===== src/rtl/usb_wire_arbiter.sv =====
// usb_wire_arbiter: grants the shared USB TX wire to one of three requesters, forwards the owner's
// symbols to the TX bit FIFO and revokes an owner that holds the wire without writing.
module usb_wire_arbiter #(
  parameter int RR_MODE    = 1,
  parameter int HOLD_LIMIT = 1024,
  parameter int CNT_W      = 16
) (
  input  logic       clk,
  input  logic       rst,
  input  logic       i_wire_req_0,
  output logic       o_wire_gnt_0,
  output logic       o_wire_rdy_0,
  input  logic [1:0] i_wire_data_0,
  input  logic       i_wire_ctrl_0,
  input  logic       i_wire_fs_0,
  input  logic       i_wire_wen_0,
  input  logic       i_wire_req_1,
  output logic       o_wire_gnt_1,
  output logic       o_wire_rdy_1,
  input  logic [1:0] i_wire_data_1,
  input  logic       i_wire_ctrl_1,
  input  logic       i_wire_fs_1,
  input  logic       i_wire_wen_1,
  input  logic       i_wire_req_2,
  output logic       o_wire_gnt_2,
  output logic       o_wire_rdy_2,
  input  logic [1:0] i_wire_data_2,
  input  logic       i_wire_ctrl_2,
  input  logic       i_wire_fs_2,
  input  logic       i_wire_wen_2,
  output logic [1:0] o_tx_bits,
  output logic       o_tx_ctrl,
  output logic       o_tx_fs,
  output logic       o_tx_wen,
  input  logic       i_tx_fifo_full,
  output logic [1:0] o_arb_owner,
  output logic       o_hold_timeout_err
);
  typedef enum logic [1:0] {IDLE, OWNED, RELEASE, LOCKOUT} state_t;
  state_t           r_state, w_state_nxt;
  logic [1:0]       r_owner, r_last, w_win, w_k;
  logic [CNT_W-1:0] r_wd;
  logic [3:0]       w_req, w_wen, w_ctrl, w_fs;
  logic [1:0]       w_data [4];
  logic             w_own_req, w_own_wen, w_timeout, w_release;
  logic [1:0]       r_tx_bits;
  logic             r_tx_ctrl, r_tx_fs, r_tx_wen, r_err;

  // index 3 is a permanently idle slot so "no owner" can be used as an index
  assign w_req  = {1'b0, i_wire_req_2, i_wire_req_1, i_wire_req_0};
  assign w_wen  = {1'b0, i_wire_wen_2, i_wire_wen_1, i_wire_wen_0};
  assign w_ctrl = {1'b0, i_wire_ctrl_2, i_wire_ctrl_1, i_wire_ctrl_0};
  assign w_fs   = {1'b0, i_wire_fs_2, i_wire_fs_1, i_wire_fs_0};
  assign w_data[0] = i_wire_data_0;
  assign w_data[1] = i_wire_data_1;
  assign w_data[2] = i_wire_data_2;
  assign w_data[3] = 2'b00;

  // scan candidates from lowest to highest precedence so the last hit is the winner
  always_comb begin
    w_win = 2'd3;
    w_k = 2'd0;
    for (int d = 3; d >= 1; d--) begin
      w_k = RR_MODE != 0 ? 2'((int'(r_last) + d) % 3) : 2'(d - 1);
      w_win = w_req[w_k] ? w_k : w_win;
    end
  end

  always_comb begin
    w_state_nxt = r_state;
    w_own_req = r_state == OWNED && w_req[r_owner];
    w_own_wen = w_own_req && w_wen[r_owner];
    w_release = r_state == OWNED && !w_own_req;
    w_timeout = w_own_req && !w_own_wen && r_wd == CNT_W'(HOLD_LIMIT - 1);
    case (r_state)
      IDLE:    w_state_nxt = w_win != 2'd3 ? OWNED : IDLE;
      OWNED:   w_state_nxt = w_release ? RELEASE : w_timeout ? LOCKOUT : OWNED;
      RELEASE: w_state_nxt = IDLE;
      LOCKOUT: w_state_nxt = w_req[r_owner] ? LOCKOUT : IDLE;
      default: w_state_nxt = IDLE;
    endcase
  end

  // r_owner keeps the revoked index through LOCKOUT; the visible owner is gated by state
  always_ff @(posedge clk) begin
    if (!rst) begin
      r_state   <= IDLE;
      r_owner   <= 2'd3;
      r_last    <= 2'd2;
      r_wd      <= '0;
      r_tx_bits <= 2'b00;
      r_tx_ctrl <= 1'b0;
      r_tx_fs   <= 1'b0;
      r_tx_wen  <= 1'b0;
      r_err     <= 1'b0;
    end else begin
      r_state  <= w_state_nxt;
      r_tx_wen <= w_own_wen || (w_release && r_tx_ctrl);
      r_err    <= w_timeout;
      r_wd     <= (r_state != OWNED || w_own_wen) ? '0 :
                  r_wd == CNT_W'(HOLD_LIMIT) ? r_wd : r_wd + 1'b1;
      if (w_own_wen) begin
        r_tx_bits <= w_data[r_owner];
        r_tx_ctrl <= w_ctrl[r_owner];
        r_tx_fs   <= w_fs[r_owner];
      end else if (w_release) begin
        r_tx_ctrl <= 1'b0;
      end
      if (r_state == IDLE && w_win != 2'd3) begin
        r_owner <= w_win;
        r_last  <= w_win;
      end
    end
  end

  assign o_wire_gnt_0       = w_own_req && r_owner == 2'd0;
  assign o_wire_gnt_1       = w_own_req && r_owner == 2'd1;
  assign o_wire_gnt_2       = w_own_req && r_owner == 2'd2;
  assign o_wire_rdy_0       = o_wire_gnt_0 && !i_tx_fifo_full;
  assign o_wire_rdy_1       = o_wire_gnt_1 && !i_tx_fifo_full;
  assign o_wire_rdy_2       = o_wire_gnt_2 && !i_tx_fifo_full;
  assign o_tx_bits          = r_tx_bits;
  assign o_tx_ctrl          = r_tx_ctrl;
  assign o_tx_fs            = r_tx_fs;
  assign o_tx_wen           = r_tx_wen;
  assign o_arb_owner        = r_state == OWNED ? r_owner : 2'd3;
  assign o_hold_timeout_err = r_err;
endmodule


===== config.mk =====
export PLATFORM = sky130hd
export DESIGN_NAME = usb_wire_arbiter
export DESIGN_NICKNAME = d
export VERILOG_FILES = /design/src/rtl/usb_wire_arbiter.sv
export SDC_FILE = /design/constraint.sdc
export NUM_CORES = 1
export LEC_CHECK = 0
export ABC_AREA = 1
export BUFFER_PORTS_ARGS = -buffer_cell sky130_fd_sc_hd__buf_2
export CORE_MARGIN = 1
export CORE_UTILIZATION = 32
export DETAILED_ROUTE_END_ITERATION = 7
export GPL_TIMING_DRIVEN = 0
export SLEW_MARGIN = 20
export SYNTH_ARGS = -nofsm -noshare
export SYNTH_HDL_FRONTEND = slang
export SYNTH_SLANG_ARGS = --single-unit

===== constraint.sdc =====
create_clock -name clk -period 5 [get_ports clk]
set_clock_uncertainty 0.2 [all_clocks]
set_input_delay 0.75 -clock clk [delete_from_list [all_inputs] [get_ports clk]]
set_output_delay 0.75 -clock clk [all_outputs]
set_load 0.02 [all_outputs]

After elaboration in Yosys (flattened, before gate mapping)
Cells that the tools add are included.
{ "totals": {"reg_bits": 28, "in_bits": 21, "output_inout_bits": 14, "elab_cells": 82} }
{ "classes": {"addsub": 4, "n_div": 3, "order_cmp": 5, "eq_ne": 9, "mux": 28, "bitwise": 2, "reduce_logical": 22} }
{ "op_table": {"columns": ["cell", "n"], "rows": [
  ["$mod A32 B3 Y32 const B", 3],
  ["$mux W2", 9],
  ["$add A16 B1 Y16 const B", 1],
  ["$eq A16 B10 Y1 const B", 1],
  ["$eq A16 B11 Y1 const B", 1],
  ["$bmux W1 S2", 7],
  ["$logic_and A1 B1 Y1", 13],
  ["$lt A2 B3 Y1 const B", 4],
  ["$mux W1", 10],
  ["$pmux W2 S4", 1],
  ["$add A2 B2 Y3 const B", 2],
  ["$eq A2 B2 Y1 const B", 3],
  ["$bmux W2 S2", 1],
  ["$eq A2 B1 Y1 const B", 2],
  ["$logic_not A2 Y1", 2],
  ["$add A2 B1 Y3 const B", 1],
  ["$ge A3 B3 Y1 const B", 1],
  ["$logic_not A1 Y1", 3],
  ["$not A2 Y3", 1],
  ["$logic_or A1 B1 Y1", 2],
  ["$ne A2 B1 Y1 const B", 1],
  ["$ne A2 B2 Y1 const B", 1],
  ["$reduce_bool A2 Y1", 1],
  ["$reduce_or A2 Y1", 1],
  ["$not A1 Y1", 1]
]} }

Depth between registers and ports, before layout
{ "logic_depth": {"depth_word": 10, "depth_mapped": 14} }

Worst setup path before layout
OpenSTA, ideal clock, no wires.
{ "synth_path": {"path_kind": "input to output", "from": "input port i_wire_req_1", "to": "output port o_wire_rdy_0", "t_arrival_ns": 1.631, "path_slack_ns": 2.419, "cell_stages": 4, "path_buffers": 0, "cell_sequence": "inv_1 -> o211ai_4 -> nand2_4 -> nor3_1"} }
{ "synth_via": {"elab_chain_cells": 5} }
{ "synth_rtl": {"columns": ["element", "line_no", "rtl"], "rows": [
  ["start, declared", "17", "input logic i_wire_req_1,"],
  ["$bmux W1 S2", "71", "w_own_req = r_state == OWNED && w_req[r_owner];"],
  ["$mux W1 (not written as such)", "71", null],
  ["$logic_and A1 B1 Y1", "71", null],
  ["$logic_and A1 B1 Y1", "116", "assign o_wire_gnt_0 = w_own_req && r_owner == 2'd0;"],
  ["$logic_and A1 B1 Y1", "119", "assign o_wire_rdy_0 = o_wire_gnt_0 && !i_tx_fifo_full;"],
  ["end, declared", "12", "output logic o_wire_rdy_0,"]
]} }
No other way between the ends. The select of a mux whose other input is x is not followed.

Final worst setup path
{ "layout_path": {"from": "register r_owner[1]", "to": "output port o_wire_rdy_2"} }
{ "layout_via": {"elab_chain_cells": 5, "elab_cells_between_ends": 6, "classes_between": "1 x eq/ne; 2 x mux; 3 x reduce/logical"} }
{ "layout_rtl": {"columns": ["element", "line_no", "rtl"], "rows": [
  ["start, declared", "41", "logic [1:0] r_owner, r_last, w_win, w_k;"],
  ["start signal, assigned", "110", "r_owner <= w_win;"],
  ["$bmux W1 S2", "71", null],
  ["$mux W1 (not written as such)", "71", null],
  ["$logic_and A1 B1 Y1", "71", null],
  ["$logic_and A1 B1 Y1 (*)", "118", "assign o_wire_gnt_2 = w_own_req && r_owner == 2'd2;"],
  ["$logic_and A1 B1 Y1 (*)", "121", "assign o_wire_rdy_2 = o_wire_gnt_2 && !i_tx_fifo_full;"],
  ["end, declared", "26", "output logic o_wire_rdy_2,"]
]} }
Mark *: on every way between the ends. The rest lies on a longest branch, timed or not. The select of a mux whose other input is x is not followed.

==> impl_metrics.yaml <==
power_and_ir_drop:
  switching_share_pct: 42.2
  comb_power_share_pct: 45.0
  cellLeakagePower_uw: 0.000877
  peakVddDrop_mv: 0.153
  p_per_area_mw_per_mm2: 356
  intPower_uw: 398
  clockPowerShare_pct: 17.7
  p_sw_uw: 291
  seqPwrFrac_pct: 37.3
  total_power_uw: 688
drt:
  vias: 1617
  avgViaCountPerCell: 4.57
  drt_iter0_markers: 63
  ant_nets: 0
  first_pass_iters: 4
  wl_per_cell_um: 9.75
  drc: 0
  wl_mm: 3.45
cts:
  cts.repair_timing.setup_buffer_count: 0
  post_cts_resized: 0
  htree_levels: 1
  cts_buffer_depth: 2
  root_buffer: "clkbuf_8"
  cts_tree: "done"
  cts_hold_buf: 0
  clk_latency_ns: 0.27
  clkTransAtPathRegs_ns: 0.09
  clock_sinks: 27
  cts-buffers-inserted: 3
min_path:
  min_to: "o_tx_fs"
  hp-class: "flop to flop"
  whs_path_depth: 2
  hold_start: "o_tx_fs"
sta:
  period_share_pct: 56.4
  fmax_mhz: 355
  rsz0062_at_grt: "no"
  hold_viol: 0
  setup_viol: 0
  fin_setup_tns_ns: 0
  worst_slew_pin_slew_ns: 0.572
  finalWorstPathRequiredPeriod_ns: 2.82
  max-slew-margin-rel_pct: 61.7
  drv_slew: 0
critical_path:
  r2r_cells: 14
  max_stage_delay_ns: 0.43
  criticalPathCategory: "flop to primary output"
  cpMaxStageDelayCell: "dfxtp_1"
  crit_path_start_kind: "flop"
  regToRegStartpoint: "r_last[0]"
  r2r_slack_ns: 2.94
  crit_fanout: 7
  path_cells: "inv_2 > nor2_2 > nand2_2 > o211ai_4 > nand2_4 > inv_4 > nand2_1 > nor2_1 > buf_2"
  required_ns: 4.05
  endpoint_kind: "primary output"
  arrival_ns: 1.87
  rr_endpoint: "r_owner[1]"
placed_design:
  numPortBuffers: 34
  globalplace.congestion: 0.768
  dpl.hpwl_mm: 2.79
floorplan:
  die_x_um: 73.4
  initial_core_util_pct: 33.9
  core_area_mm2: 0.00482
  die_h_um: 73.4
  fp.dieArea_mm2: 0.00539
  ioPinCount: 35
  rows: 25
logic_synthesis:
  syn_area_per_cell_um2: 6.55
  synthDistinctLibCells: 27
  syn_area_mm2: 0.00163
  yosys_warnings: 0
  synthesis.nets: 276
  yosysSeqAreaShare_pct: 33.1
  netlist_instances: 249
  synth_seq_cells: 27
finish:
  nNetsFinal: 315
  drive_above_1_share_pct: 18.1
  final_common_cell: "nand2_1"
  diodes: 0
  final_cell_mix: "nand2_1, inv_1, buf_2"
  fin_util_pct: 40.1
  syn_to_final_growth_pct: 18.4
global_route:
  grtUsageTotal_pct: 14.3
  grt_pass1_vias: 1488
  grt_max_degree: 16
  gr-total-overflow: 0
  antenna_found_initial: 0
  grt_first_pass_wirelength_mm: 6.21
outcome:
  status: "complete, no violations"
flow_run:
  maxCapViolCount: 0
==> metal layers <==
metal,share of wire [%],vias to the layer above,global-route usage [%]
met2,46,10,24.2
met1,52,724,19.5
met4,0.67,0,3.21
met5,0,-,0
li1,-,881,-
met3,1.4,2,1.51
==> kinds of logic after synthesis <==
family | count (synthesis) | synth area share (%)
AND/OR/NAND/NOR | 144 | 40.4
buffers and inverters | 41 | 10.0
AO/OA/AOI/OAI | 27 | 9.66
flip-flops | 27 | 33.1
adder cells (fa/ha/maj) | 6 | 4.60
XOR/XNOR | 4 | 2.15
==> area by class of cell <==
| class | instances | area, µm² |
|---|---|---|
| Clock inverter | 1 | 5.00 |
| Sequential cell | 27 | 541 |
| Timing Repair Buffer | 34 | 170 |
| Buffer | 1 | 11.3 |
| Clock buffer | 3 | 41.3 |
| Tap cell | 67 | 83.8 |
| Fill cell | 546 | 2890 |
| Inverter | 40 | 153 |
| Multi-Input combinational cell | 181 | 927 |
==> flip-flops by register name, indices dropped and copies added (netlist names) <==
name                count
r_wd                   16
o_tx_fs                 1
o_hold_timeout_err      1
r_last                  1
o_tx_wen                1
o_tx_bits               2
r_owner                 2
r_state                 2
o_tx_ctrl               1
==> worst max-delay path by stage <==
stage | depth (start not counted) | startpoint | end
final | 9 | r_owner[1] | o_wire_rdy_2
after floorplan | 4 | i_wire_req_1 | o_wire_rdy_0
after CTS | 9 | r_owner[1] | o_wire_rdy_2
after global routing | 9 | r_owner[1] | o_wire_rdy_2
after detailed placement | 8 | i_wire_req_1 | o_wire_rdy_2
after global placement | 8 | i_wire_req_1 | o_wire_rdy_2
==> power groups by stage <==
| stage | Clock (µW) | Sequential (µW) | Combinational [µW] |
|---|---|---|---|
| floorplan | 0 | 259 | 243 |
| global placement | 0 | 262 | 308 |
| detailed placement | 0 | 262 | 311 |
| CTS | 127 | 258 | 312 |
| global route | 133 | 262 | 361 |
| finish | 122 | 257 | 310 |
==> synth_stat cells <==
cell type | n | share of area [%]
xnor2_1 | 1 | 0.54
nand3_4 | 1 | 1.1
o211ai_4 | 1 | 1.3
a21oi_1 | 18 | 5.5
ha_1 | 6 | 4.6
dfxtp_1 | 27 | 33
o21ai_0 | 4 | 1.2
nand3_1 | 24 | 7.4
nand2_4 | 2 | 1.4
nor4_1 | 4 | 1.5
nand3b_1 | 2 | 0.92
buf_6 | 1 | 0.69
inv_4 | 1 | 0.38
nand2_2 | 3 | 1.2
inv_1 | 38 | 8.7
xor2_1 | 3 | 1.6
o211ai_1 | 2 | 0.92
or2_2 | 1 | 0.38
nor3_1 | 11 | 3.4
nor2_1 | 21 | 4.8
a31oi_1 | 1 | 0.38
nor3b_1 | 1 | 0.46
nand2_1 | 68 | 16
nor2_2 | 3 | 1.2
o21ai_1 | 1 | 0.31
inv_2 | 1 | 0.23
nand4_1 | 3 | 1.2
==> metrics by stage <==
stage / instance area [µm²] / instances / hold WS [ns] / worst slack [ns]
after global routing: 1930 / 354 / 0.280 / 1.97
after detailed placement: 1890 / 350 / 0.254 / 2.26
after floorplan: 1630 / 249 / 0.256 / 2.42
after CTS: 1930 / 354 / 0.269 / 2.16
final: 1930 / 354 / 0.264 / 2.18
after global placement: 1890 / 350 / 0.258 / 2.26
==> worst max-delay path, delay by kind of cell, from the launching register on <==
family / cells / cell delay (ns)
simple gates: 5 / 0.65
flops: 1 / 0.43
buf+inv: 3 / 0.38
compound gates: 1 / 0.14
Note: power is estimated with default switching activity, not from simulation.
